--- config.mk ---
export PLATFORM = sky130hd
export DESIGN_NAME = spw_link_fsm_gen_flat
export DESIGN_NICKNAME = d
export VERILOG_FILES = /design/src/rtl/spw_link_fsm_gen_if.sv /design/src/rtl/spw_link_fsm_gen.sv /design/src/flat_wrapper.sv
export SDC_FILE = /design/constraint.sdc
export NUM_CORES = 1
export LEC_CHECK = 0
export ABC_AREA = 1
export CAP_MARGIN = 20
export CORE_AREA = 5 5 75 77
export CTS_BUF_LIST = sky130_fd_sc_hd__clkbuf_4
export DETAILED_ROUTE_END_ITERATION = 12
export DIE_AREA = 0 0 80 82
export DONT_BUFFER_PORTS = 1
export PLACE_DENSITY = 0.7
export SETUP_SLACK_MARGIN = 0.05
export SLEW_MARGIN = 10
export SYNTH_ARGS = -nofsm -noshare
export SYNTH_HDL_FRONTEND = slang
export SYNTH_SLANG_ARGS = --single-unit
--- constraint.sdc ---
create_clock -name pclk -period 1.9 [get_ports pclk]
set_input_delay 0.19 -clock pclk [delete_from_list [all_inputs] [get_ports pclk]]
set_output_delay 0.19 -clock pclk [all_outputs]
set_load 0.01 [all_outputs]
--- src/rtl/spw_link_fsm_gen_if.sv ---
// Signal bundle between the SpaceWire link-state controller and its surroundings:
// link control levels, asynchronous RX status strobes and the registered TX/status outputs.
interface spw_link_fsm_gen_if #(
  parameter int RETRY_W = 4
);
  logic               auto_start;
  logic               link_start;
  logic               link_disable;
  logic               link_clear;
  logic               rx_error;
  logic               rx_credit_error;
  logic               rx_got_bit;
  logic               rx_got_null;
  logic               rx_got_nchar;
  logic               rx_got_time_code;
  logic               rx_got_fct;
  logic               rx_resetn;
  logic               enable_tx;
  logic               send_null_tx;
  logic               send_fct_tx;
  logic               link_running;
  logic [2:0]         fsm_state;
  logic [2:0]         err_cause;
  logic               err_pulse;
  logic [RETRY_W-1:0] retry_cnt;

  modport master (
    output auto_start, link_start, link_disable, link_clear,
    output rx_error, rx_credit_error, rx_got_bit, rx_got_null,
    output rx_got_nchar, rx_got_time_code, rx_got_fct,
    input  rx_resetn, enable_tx, send_null_tx, send_fct_tx, link_running,
    input  fsm_state, err_cause, err_pulse, retry_cnt
  );

  modport slave (
    input  auto_start, link_start, link_disable, link_clear,
    input  rx_error, rx_credit_error, rx_got_bit, rx_got_null,
    input  rx_got_nchar, rx_got_time_code, rx_got_fct,
    output rx_resetn, enable_tx, send_null_tx, send_fct_tx, link_running,
    output fsm_state, err_cause, err_pulse, retry_cnt
  );
endinterface

--- src/rtl/spw_link_fsm_gen.sv ---
// Parametrised SpaceWire link-state controller with cycle-count timeouts, RX synchronisers,
// error-cause reporting and a retry counter that can lock the link out after repeated failures.
module spw_link_fsm_gen #(
  parameter int RESET_CYCLES = 640,
  parameter int WAIT_CYCLES  = 1280,
  parameter int DISC_CYCLES  = 85,
  parameter int CNT_W        = 12,
  parameter int SYNC_STAGES  = 2,
  parameter int RETRY_W      = 4,
  parameter int RETRY_MAX    = 0
) (
  input logic                pclk,
  input logic                resetn,
  spw_link_fsm_gen_if.slave  bus
);

  typedef enum logic [2:0] {
    ST_ERROR_RESET = 3'd0,
    ST_ERROR_WAIT  = 3'd1,
    ST_READY       = 3'd2,
    ST_STARTED     = 3'd3,
    ST_CONNECTING  = 3'd4,
    ST_RUN         = 3'd5,
    ST_LOCKED      = 3'd6
  } state_t;

  localparam logic [CNT_W-1:0]   RESET_LAST = CNT_W'(RESET_CYCLES - 1);
  localparam logic [CNT_W-1:0]   WAIT_LAST  = CNT_W'(WAIT_CYCLES - 1);
  localparam logic [CNT_W-1:0]   DISC_LAST  = CNT_W'(DISC_CYCLES - 1);
  localparam logic [RETRY_W-1:0] RETRY_LIM  = RETRY_W'(RETRY_MAX);
  localparam logic [RETRY_W-1:0] RETRY_SAT  = {RETRY_W{1'b1}};

  // Highest-priority error code among the conditions raised this cycle (0 = none).
  function automatic logic [2:0] pick_cause(input logic rx, input logic cr, input logic sq,
                                            input logic dc, input logic tm, input logic ds);
    if (rx)      return 3'd1;
    else if (cr) return 3'd3;
    else if (sq) return 3'd2;
    else if (dc) return 3'd4;
    else if (tm) return 3'd5;
    else if (ds) return 3'd6;
    else         return 3'd0;
  endfunction

  logic [6:0] rx_raw_s;
  logic [6:0] sync_r [SYNC_STAGES];
  logic [6:0] rx_s;

  assign rx_raw_s = {bus.rx_error, bus.rx_credit_error, bus.rx_got_bit, bus.rx_got_null,
                     bus.rx_got_nchar, bus.rx_got_time_code, bus.rx_got_fct};

  // RX status synchroniser chain, one vector per stage.
  always_ff @(posedge pclk or negedge resetn) begin
    if (!resetn) begin
      for (int i = 0; i < SYNC_STAGES; i++) sync_r[i] <= 7'd0;
    end else begin
      sync_r[0] <= rx_raw_s;
      for (int i = 1; i < SYNC_STAGES; i++) sync_r[i] <= sync_r[i-1];
    end
  end

  assign rx_s = sync_r[SYNC_STAGES-1];

  logic rx_error_s, credit_s, got_bit_s, got_null_s, got_nchar_s, got_tc_s, got_fct_s;
  assign {rx_error_s, credit_s, got_bit_s, got_null_s, got_nchar_s, got_tc_s, got_fct_s} = rx_s;

  state_t             state_r, adv_s, next_s;
  logic [CNT_W-1:0]   timer_r, disc_r;
  logic [RETRY_W-1:0] retry_r;
  logic [2:0]         cause_r, cause_s;
  logic               pulse_r, rx_resetn_r, enable_tx_r, send_null_r, send_fct_r, running_r;
  logic               f_rx_s, f_cr_s, f_seq_s, f_disc_s, f_tmo_s, f_dis_s;
  logic               err_exit_s, retry_inc_s, lock_due_s, wait_done_s;

  assign lock_due_s  = (RETRY_MAX != 0) && (retry_r == RETRY_LIM);
  assign wait_done_s = (timer_r == WAIT_LAST);

  // Per-state advance target and error conditions; any error overrides the advance.
  always_comb begin
    adv_s    = state_r;
    f_rx_s   = 1'b0;
    f_cr_s   = 1'b0;
    f_seq_s  = 1'b0;
    f_disc_s = 1'b0;
    f_tmo_s  = 1'b0;
    f_dis_s  = 1'b0;
    case (state_r)
      ST_ERROR_RESET: adv_s = (timer_r == RESET_LAST) ? ST_ERROR_WAIT : ST_ERROR_RESET;
      ST_ERROR_WAIT: begin
        f_rx_s  = rx_error_s;
        f_seq_s = got_fct_s | got_nchar_s | got_tc_s;
        if (wait_done_s) adv_s = lock_due_s ? ST_LOCKED : ST_READY;
        else             adv_s = ST_ERROR_WAIT;
      end
      ST_READY: begin
        f_rx_s  = rx_error_s;
        f_seq_s = got_fct_s | got_nchar_s | got_tc_s;
        adv_s   = (!bus.link_disable && (bus.link_start || (bus.auto_start && got_null_s)))
                  ? ST_STARTED : ST_READY;
      end
      ST_STARTED: begin
        f_rx_s  = rx_error_s;
        f_seq_s = got_fct_s | got_nchar_s | got_tc_s;
        f_tmo_s = wait_done_s;
        adv_s   = got_null_s ? ST_CONNECTING : ST_STARTED;
      end
      ST_CONNECTING: begin
        f_rx_s  = rx_error_s;
        f_seq_s = got_nchar_s | got_tc_s;
        f_tmo_s = wait_done_s;
        adv_s   = got_fct_s ? ST_RUN : ST_CONNECTING;
      end
      ST_RUN: begin
        f_rx_s   = rx_error_s;
        f_cr_s   = credit_s;
        f_disc_s = !got_bit_s && (disc_r == DISC_LAST);
        f_dis_s  = bus.link_disable;
        adv_s    = ST_RUN;
      end
      ST_LOCKED: adv_s = bus.link_clear ? ST_ERROR_RESET : ST_LOCKED;
      default:   adv_s = ST_ERROR_RESET;
    endcase
    err_exit_s  = f_rx_s | f_cr_s | f_seq_s | f_disc_s | f_tmo_s | f_dis_s;
    cause_s     = pick_cause(f_rx_s, f_cr_s, f_seq_s, f_disc_s, f_tmo_s, f_dis_s);
    next_s      = err_exit_s ? ST_ERROR_RESET : adv_s;
    retry_inc_s = err_exit_s &&
                  (state_r == ST_STARTED || state_r == ST_CONNECTING || state_r == ST_RUN);
  end

  // State, timers, retry/cause bookkeeping and outputs decoded from the next state.
  always_ff @(posedge pclk or negedge resetn) begin
    if (!resetn) begin
      state_r     <= ST_ERROR_RESET;
      timer_r     <= {CNT_W{1'b0}};
      disc_r      <= {CNT_W{1'b0}};
      retry_r     <= {RETRY_W{1'b0}};
      cause_r     <= 3'd0;
      pulse_r     <= 1'b0;
      rx_resetn_r <= 1'b0;
      enable_tx_r <= 1'b0;
      send_null_r <= 1'b0;
      send_fct_r  <= 1'b0;
      running_r   <= 1'b0;
    end else begin
      state_r <= next_s;
      timer_r <= (next_s != state_r) ? {CNT_W{1'b0}} : timer_r + CNT_W'(1'b1);
      disc_r  <= (state_r == ST_RUN && next_s == ST_RUN && !got_bit_s)
                 ? disc_r + CNT_W'(1'b1) : {CNT_W{1'b0}};
      // link_clear outranks a simultaneous increment
      if (bus.link_clear)                                retry_r <= {RETRY_W{1'b0}};
      else if (retry_inc_s)                              retry_r <= (retry_r == RETRY_SAT) ? retry_r : retry_r + RETRY_W'(1'b1);
      else if (next_s == ST_RUN && state_r != ST_RUN)    retry_r <= {RETRY_W{1'b0}};
      else if (state_r == ST_READY && bus.link_disable)  retry_r <= {RETRY_W{1'b0}};
      else                                               retry_r <= retry_r;
      if (err_exit_s)          cause_r <= cause_s;
      else if (bus.link_clear) cause_r <= 3'd0;
      else                     cause_r <= cause_r;
      pulse_r     <= err_exit_s;
      rx_resetn_r <= !(next_s == ST_ERROR_RESET || next_s == ST_LOCKED);
      enable_tx_r <= (next_s == ST_READY) || (next_s == ST_STARTED) ||
                     (next_s == ST_CONNECTING) || (next_s == ST_RUN);
      send_null_r <= (next_s == ST_STARTED) || (next_s == ST_CONNECTING) || (next_s == ST_RUN);
      send_fct_r  <= (next_s == ST_CONNECTING) || (next_s == ST_RUN);
      running_r   <= (next_s == ST_RUN);
    end
  end

  assign bus.fsm_state    = state_r;
  assign bus.err_cause    = cause_r;
  assign bus.err_pulse    = pulse_r;
  assign bus.retry_cnt    = retry_r;
  assign bus.rx_resetn    = rx_resetn_r;
  assign bus.enable_tx    = enable_tx_r;
  assign bus.send_null_tx = send_null_r;
  assign bus.send_fct_tx  = send_fct_r;
  assign bus.link_running = running_r;

endmodule
--- src/flat_wrapper.sv ---
// flat-port wrapper written by rule: the top's interface ports become plain ports
module spw_link_fsm_gen_flat 
#(
  parameter int RESET_CYCLES = 640,
  parameter int WAIT_CYCLES  = 1280,
  parameter int DISC_CYCLES  = 85,
  parameter int CNT_W        = 12,
  parameter int SYNC_STAGES  = 2,
  parameter int RETRY_W      = 4,
  parameter int RETRY_MAX    = 0
)
  (pclk, resetn, bus_auto_start, bus_link_start, bus_link_disable, bus_link_clear, bus_rx_error, bus_rx_credit_error, bus_rx_got_bit, bus_rx_got_null, bus_rx_got_nchar, bus_rx_got_time_code, bus_rx_got_fct, bus_rx_resetn, bus_enable_tx, bus_send_null_tx, bus_send_fct_tx, bus_link_running, bus_fsm_state, bus_err_cause, bus_err_pulse, bus_retry_cnt);
  spw_link_fsm_gen_if #(.RETRY_W(RETRY_W)) bus_i ();
  input logic pclk;
  input logic resetn;
  input wire logic [$bits(bus_i.auto_start)-1:0] bus_auto_start;
  input wire logic [$bits(bus_i.link_start)-1:0] bus_link_start;
  input wire logic [$bits(bus_i.link_disable)-1:0] bus_link_disable;
  input wire logic [$bits(bus_i.link_clear)-1:0] bus_link_clear;
  input wire logic [$bits(bus_i.rx_error)-1:0] bus_rx_error;
  input wire logic [$bits(bus_i.rx_credit_error)-1:0] bus_rx_credit_error;
  input wire logic [$bits(bus_i.rx_got_bit)-1:0] bus_rx_got_bit;
  input wire logic [$bits(bus_i.rx_got_null)-1:0] bus_rx_got_null;
  input wire logic [$bits(bus_i.rx_got_nchar)-1:0] bus_rx_got_nchar;
  input wire logic [$bits(bus_i.rx_got_time_code)-1:0] bus_rx_got_time_code;
  input wire logic [$bits(bus_i.rx_got_fct)-1:0] bus_rx_got_fct;
  output wire logic [$bits(bus_i.rx_resetn)-1:0] bus_rx_resetn;
  output wire logic [$bits(bus_i.enable_tx)-1:0] bus_enable_tx;
  output wire logic [$bits(bus_i.send_null_tx)-1:0] bus_send_null_tx;
  output wire logic [$bits(bus_i.send_fct_tx)-1:0] bus_send_fct_tx;
  output wire logic [$bits(bus_i.link_running)-1:0] bus_link_running;
  output wire logic [$bits(bus_i.fsm_state)-1:0] bus_fsm_state;
  output wire logic [$bits(bus_i.err_cause)-1:0] bus_err_cause;
  output wire logic [$bits(bus_i.err_pulse)-1:0] bus_err_pulse;
  output wire logic [$bits(bus_i.retry_cnt)-1:0] bus_retry_cnt;
  assign bus_i.auto_start = bus_auto_start;
  assign bus_i.link_start = bus_link_start;
  assign bus_i.link_disable = bus_link_disable;
  assign bus_i.link_clear = bus_link_clear;
  assign bus_i.rx_error = bus_rx_error;
  assign bus_i.rx_credit_error = bus_rx_credit_error;
  assign bus_i.rx_got_bit = bus_rx_got_bit;
  assign bus_i.rx_got_null = bus_rx_got_null;
  assign bus_i.rx_got_nchar = bus_rx_got_nchar;
  assign bus_i.rx_got_time_code = bus_rx_got_time_code;
  assign bus_i.rx_got_fct = bus_rx_got_fct;
  assign bus_rx_resetn = bus_i.rx_resetn;
  assign bus_enable_tx = bus_i.enable_tx;
  assign bus_send_null_tx = bus_i.send_null_tx;
  assign bus_send_fct_tx = bus_i.send_fct_tx;
  assign bus_link_running = bus_i.link_running;
  assign bus_fsm_state = bus_i.fsm_state;
  assign bus_err_cause = bus_i.err_cause;
  assign bus_err_pulse = bus_i.err_pulse;
  assign bus_retry_cnt = bus_i.retry_cnt;
  spw_link_fsm_gen #(.RESET_CYCLES(RESET_CYCLES), .WAIT_CYCLES(WAIT_CYCLES), .DISC_CYCLES(DISC_CYCLES), .CNT_W(CNT_W), .SYNC_STAGES(SYNC_STAGES), .RETRY_W(RETRY_W), .RETRY_MAX(RETRY_MAX)) u_core (.pclk(pclk), .resetn(resetn), .bus(bus_i));
endmodule
==> flow_summary.ini <==
[critical_path]
cpMostUsedCell = nor2_4
r2r_start = u_core.bus.fsm_state[1]
rr_worst_depth = 13
crit_cells = 13
critPathLaunchType = flip-flop
rr_endpoint = u_core.bus.retry_cnt[1]
slowest_stage = dfrtp_2
worstPathBufferInverterCount = 2
cp_cell_sequence = buf_4 -> nand3_2 -> inv_2 -> nor2_4 -> nor2_4 -> nor2_4 -> nand2_4 -> nor2_8 -> nand3_1 -> nand2_2 -> nand2_2 -> nand2_1 -> nand2_1
critPathCaptureType = flip-flop
critical_path.top_delay_family = simple AND/OR/NAND/NOR gates
critPathMaxStageDelay_ns = 0.49
required_ns = 2.18
path_max_fanout = 5
rrSetupSlack_ns = -0.10
cp.arrival_ns = 2.28
crit_type = reg -> reg

[min_path]
hp-start = bus_link_clear
holdPathStages = 3
min_to = u_core.bus.err_cause[2]
hold_path_class = in -> reg

[clocking]
clock_latency_ns = 0.36
cts-buffers-inserted = 5
path_clk_slew_ns = 0.15
root_buffer = clkbuf_4
cts.sinks = 54
cts_tree = yes
htree_levels = 2
clk_path_buf_depth = 2

[logic_synthesis]
synth_top_area_share_pct = 51.6
synth_edf_count = 0
synth-main-ff-cell = dfrtp_1
synth_common_cells = 54 x dfrtp_1, 51 x nand2_1, 36 x inv_1, 33 x nor2_1, 19 x nand3_1
synth.ff_latch_count = 54
netlist_top_cells_area = dfrtp_1 52%, nand2_1 7.3%, inv_1 5.2%
synth_fp_nets = 306
netlist_area_sq_um = 2620
synth.distinct_cells = 33
async_reset_ff_share_pct = 100
seq_area_frac_synth_pct = 51.6
yosysTopAreaCell = dfrtp_1
synth_area_per_cell_sq_um = 9.05
yosysWarnings = 0
synthCells = 289
yosysMostFrequentCell = dfrtp_1

[final_layout]
fin_area_sq_um = 3520
drive_above_1_share_pct = 39.5
fin_nets = 382
syn_to_final_growth_pct = 34.5
diodes = 0

[floorplanning]
die_y_microns = 82
ios = 29
core-area_sq_um = 4940
initial_core_util_pct = 52.9
rows = 26
dieArea_sq_um = 6560
die_x_microns = 80

[timing]
whs_ns = 0.0505
setup_violations = 26
finalClockSkew_ns = 0.0102
tightest_slew_ns = 0.493
fmax_mhz = 499
final_hold_viol_count = 0
setup_slack_ns = -0.103
period_needed_ns = 2.00
drv_slew = 0
rsz0062_at_grt = yes
relSlewSlack_pct = 67.1
period_share_pct = 105

[run_status]
violations = setup timing
outcome = finished, violations left

[routing]
vias_per_cell = 4.92
drc_errors = 0
drt_iter0_markers = 100
vias = 2141
wl_per_cell_microns = 12.8
drt-total-wl_mm = 5.56
drt-pass1-iter-count = 4
ant_nets = 0

[grt]
grt_usage_pct = 18.3
grt_pass1_vias = 2101
antenna_found_initial = 0
overflow = 0
grt_pass1_wl_mm = 9.43
grt_max_degree = 55

[flow_run]
drv_cap = 0

[placement]
dp_hpwl_mm = 3.82
placed_area_sq_um = 3050
io_buffer_count = 0
gp_congestion = 0.944

[power_and_ir_drop]
ir_worst_vdd_mv = 0.457
p_leak_uw = 0.00171
p_per_area_nw_per_um2 = 481
-- where the power goes --
part | switching [uW] | internal (uW)
combinational | 31.1 | 21.3
clock | 335 | 134
sequential | 5.74 | 1160
-- logic make-up after synthesis --
kind of cell,after synthesis,synth area share [%]
AOI/OAI and AO/OA,22,4.97
xor gates and xnor gates,14,4.97
adders and majority gates,4,1.91
buffers and inverters,43,6.74
DFF,54,51.7
and+or+nand+nor,152,29.7
-- stage by stage --
stage,cells,setup slack (ns),util (%),TNS (ns),power (uW)
global route,435,-0.262,71.2,-5.90,1770
floorplan,289,0.0294,-,0,1200
finish,435,-0.103,71.2,-1.95,1690
CTS,426,-0.0864,67.3,-1.14,1710
global placement,400,-0.0837,61.6,-0.750,1200
detailed placement,400,-0.0972,61.6,-1.47,1200
-- metal layers --
layer	wire length (microns)	GRT usage, %	part of all wire [%]
met1	2330	23.2	42
met3	272	3.84	4.9
met5	0	0	0
met2	2860	31.3	51
met4	95	5.91	1.7
-- timing repair --
| action | CTS | global route |
|---|---|---|
| gates resized for setup | 14 | 35 |
| pin swaps | 14 | 21 |
| endpoints found under the hold margin | 61 | 0 |
| setup buffers | 10 | 9 |
| endpoints found under the setup margin | 28 | 32 |
| hold buffers | 9 | 0 |
-- placed cells by master, fill, tap and decap left out, drive strengths merged --
| cell | instances |
|---|---|
| a21oi | 9 |
| xor2 | 11 |
| or2 | 1 |
| inv | 41 |
| ha | 4 |
| clkinv | 2 |
| nand3b | 2 |
| o21a | 1 |
| dlygate4sd3 | 8 |
| a21boi | 1 |
| o22ai | 1 |
| clkbuf | 5 |
| dfrtp | 54 |
| nand4 | 2 |
| nor4 | 3 |
| nand3 | 23 |
| buf | 63 |
| o21ai | 9 |
| nor2 | 53 |
| and3 | 1 |
| nand2 | 54 |
| o211ai | 1 |
| and3b | 1 |
| xnor2 | 3 |
| nor3b | 1 |
| nor3 | 11 |
-- area by class of cell --
cell class              instances  area [sq um]
flip-flops and latches         54          1360
clock inverters                 2          10.0
fillers                       359          1430
clock buffers                   5          37.5
well taps                      70          87.6
multi-input cells             192          1270
repair buffers                 71           604
inverters                      41           154
-- worst register-to-register path: cells and delay by family (launching register included) --
kind,cells,cell delay [ns]
buffers and inverters,2,0.22
and+or+nand+nor,11,1.23
DFF,1,0.49
-- flip-flops by register name (all words and copies together) (netlist names) --
| signal | flops |
|---|---|
| u_core.bus.enable_tx | 1 |
| u_core.bus.err_cause | 3 |
| u_core.bus.err_pulse | 1 |
| u_core.bus.fsm_state | 3 |
| u_core.bus.link_running | 1 |
| u_core.bus.retry_cnt | 4 |
| u_core.bus.rx_resetn | 1 |
| u_core.bus.send_fct_tx | 1 |
| u_core.bus.send_null_tx | 1 |
| u_core.disc_r | 12 |
| u_core.rx_s | 7 |
| u_core.sync_r | 7 |
| u_core.timer_r | 12 |
-- how the worst max path moves through the flow --
stage / from / slack, ns / end
after floorplan: u_core.bus.fsm_state[1] / 0.03 / u_core.timer_r[9]
after global placement: u_core.bus.fsm_state[1] / -0.08 / u_core.bus.send_null_tx
after detailed placement: u_core.bus.fsm_state[1] / -0.1 / u_core.timer_r[0]
after CTS: u_core.timer_r[0] / -0.09 / u_core.bus.send_null_tx
after global routing: u_core.bus.fsm_state[0] / -0.26 / u_core.bus.retry_cnt[1]
final: u_core.bus.fsm_state[1] / -0.10 / u_core.bus.retry_cnt[1]
(Power assumes the default switching activity.)
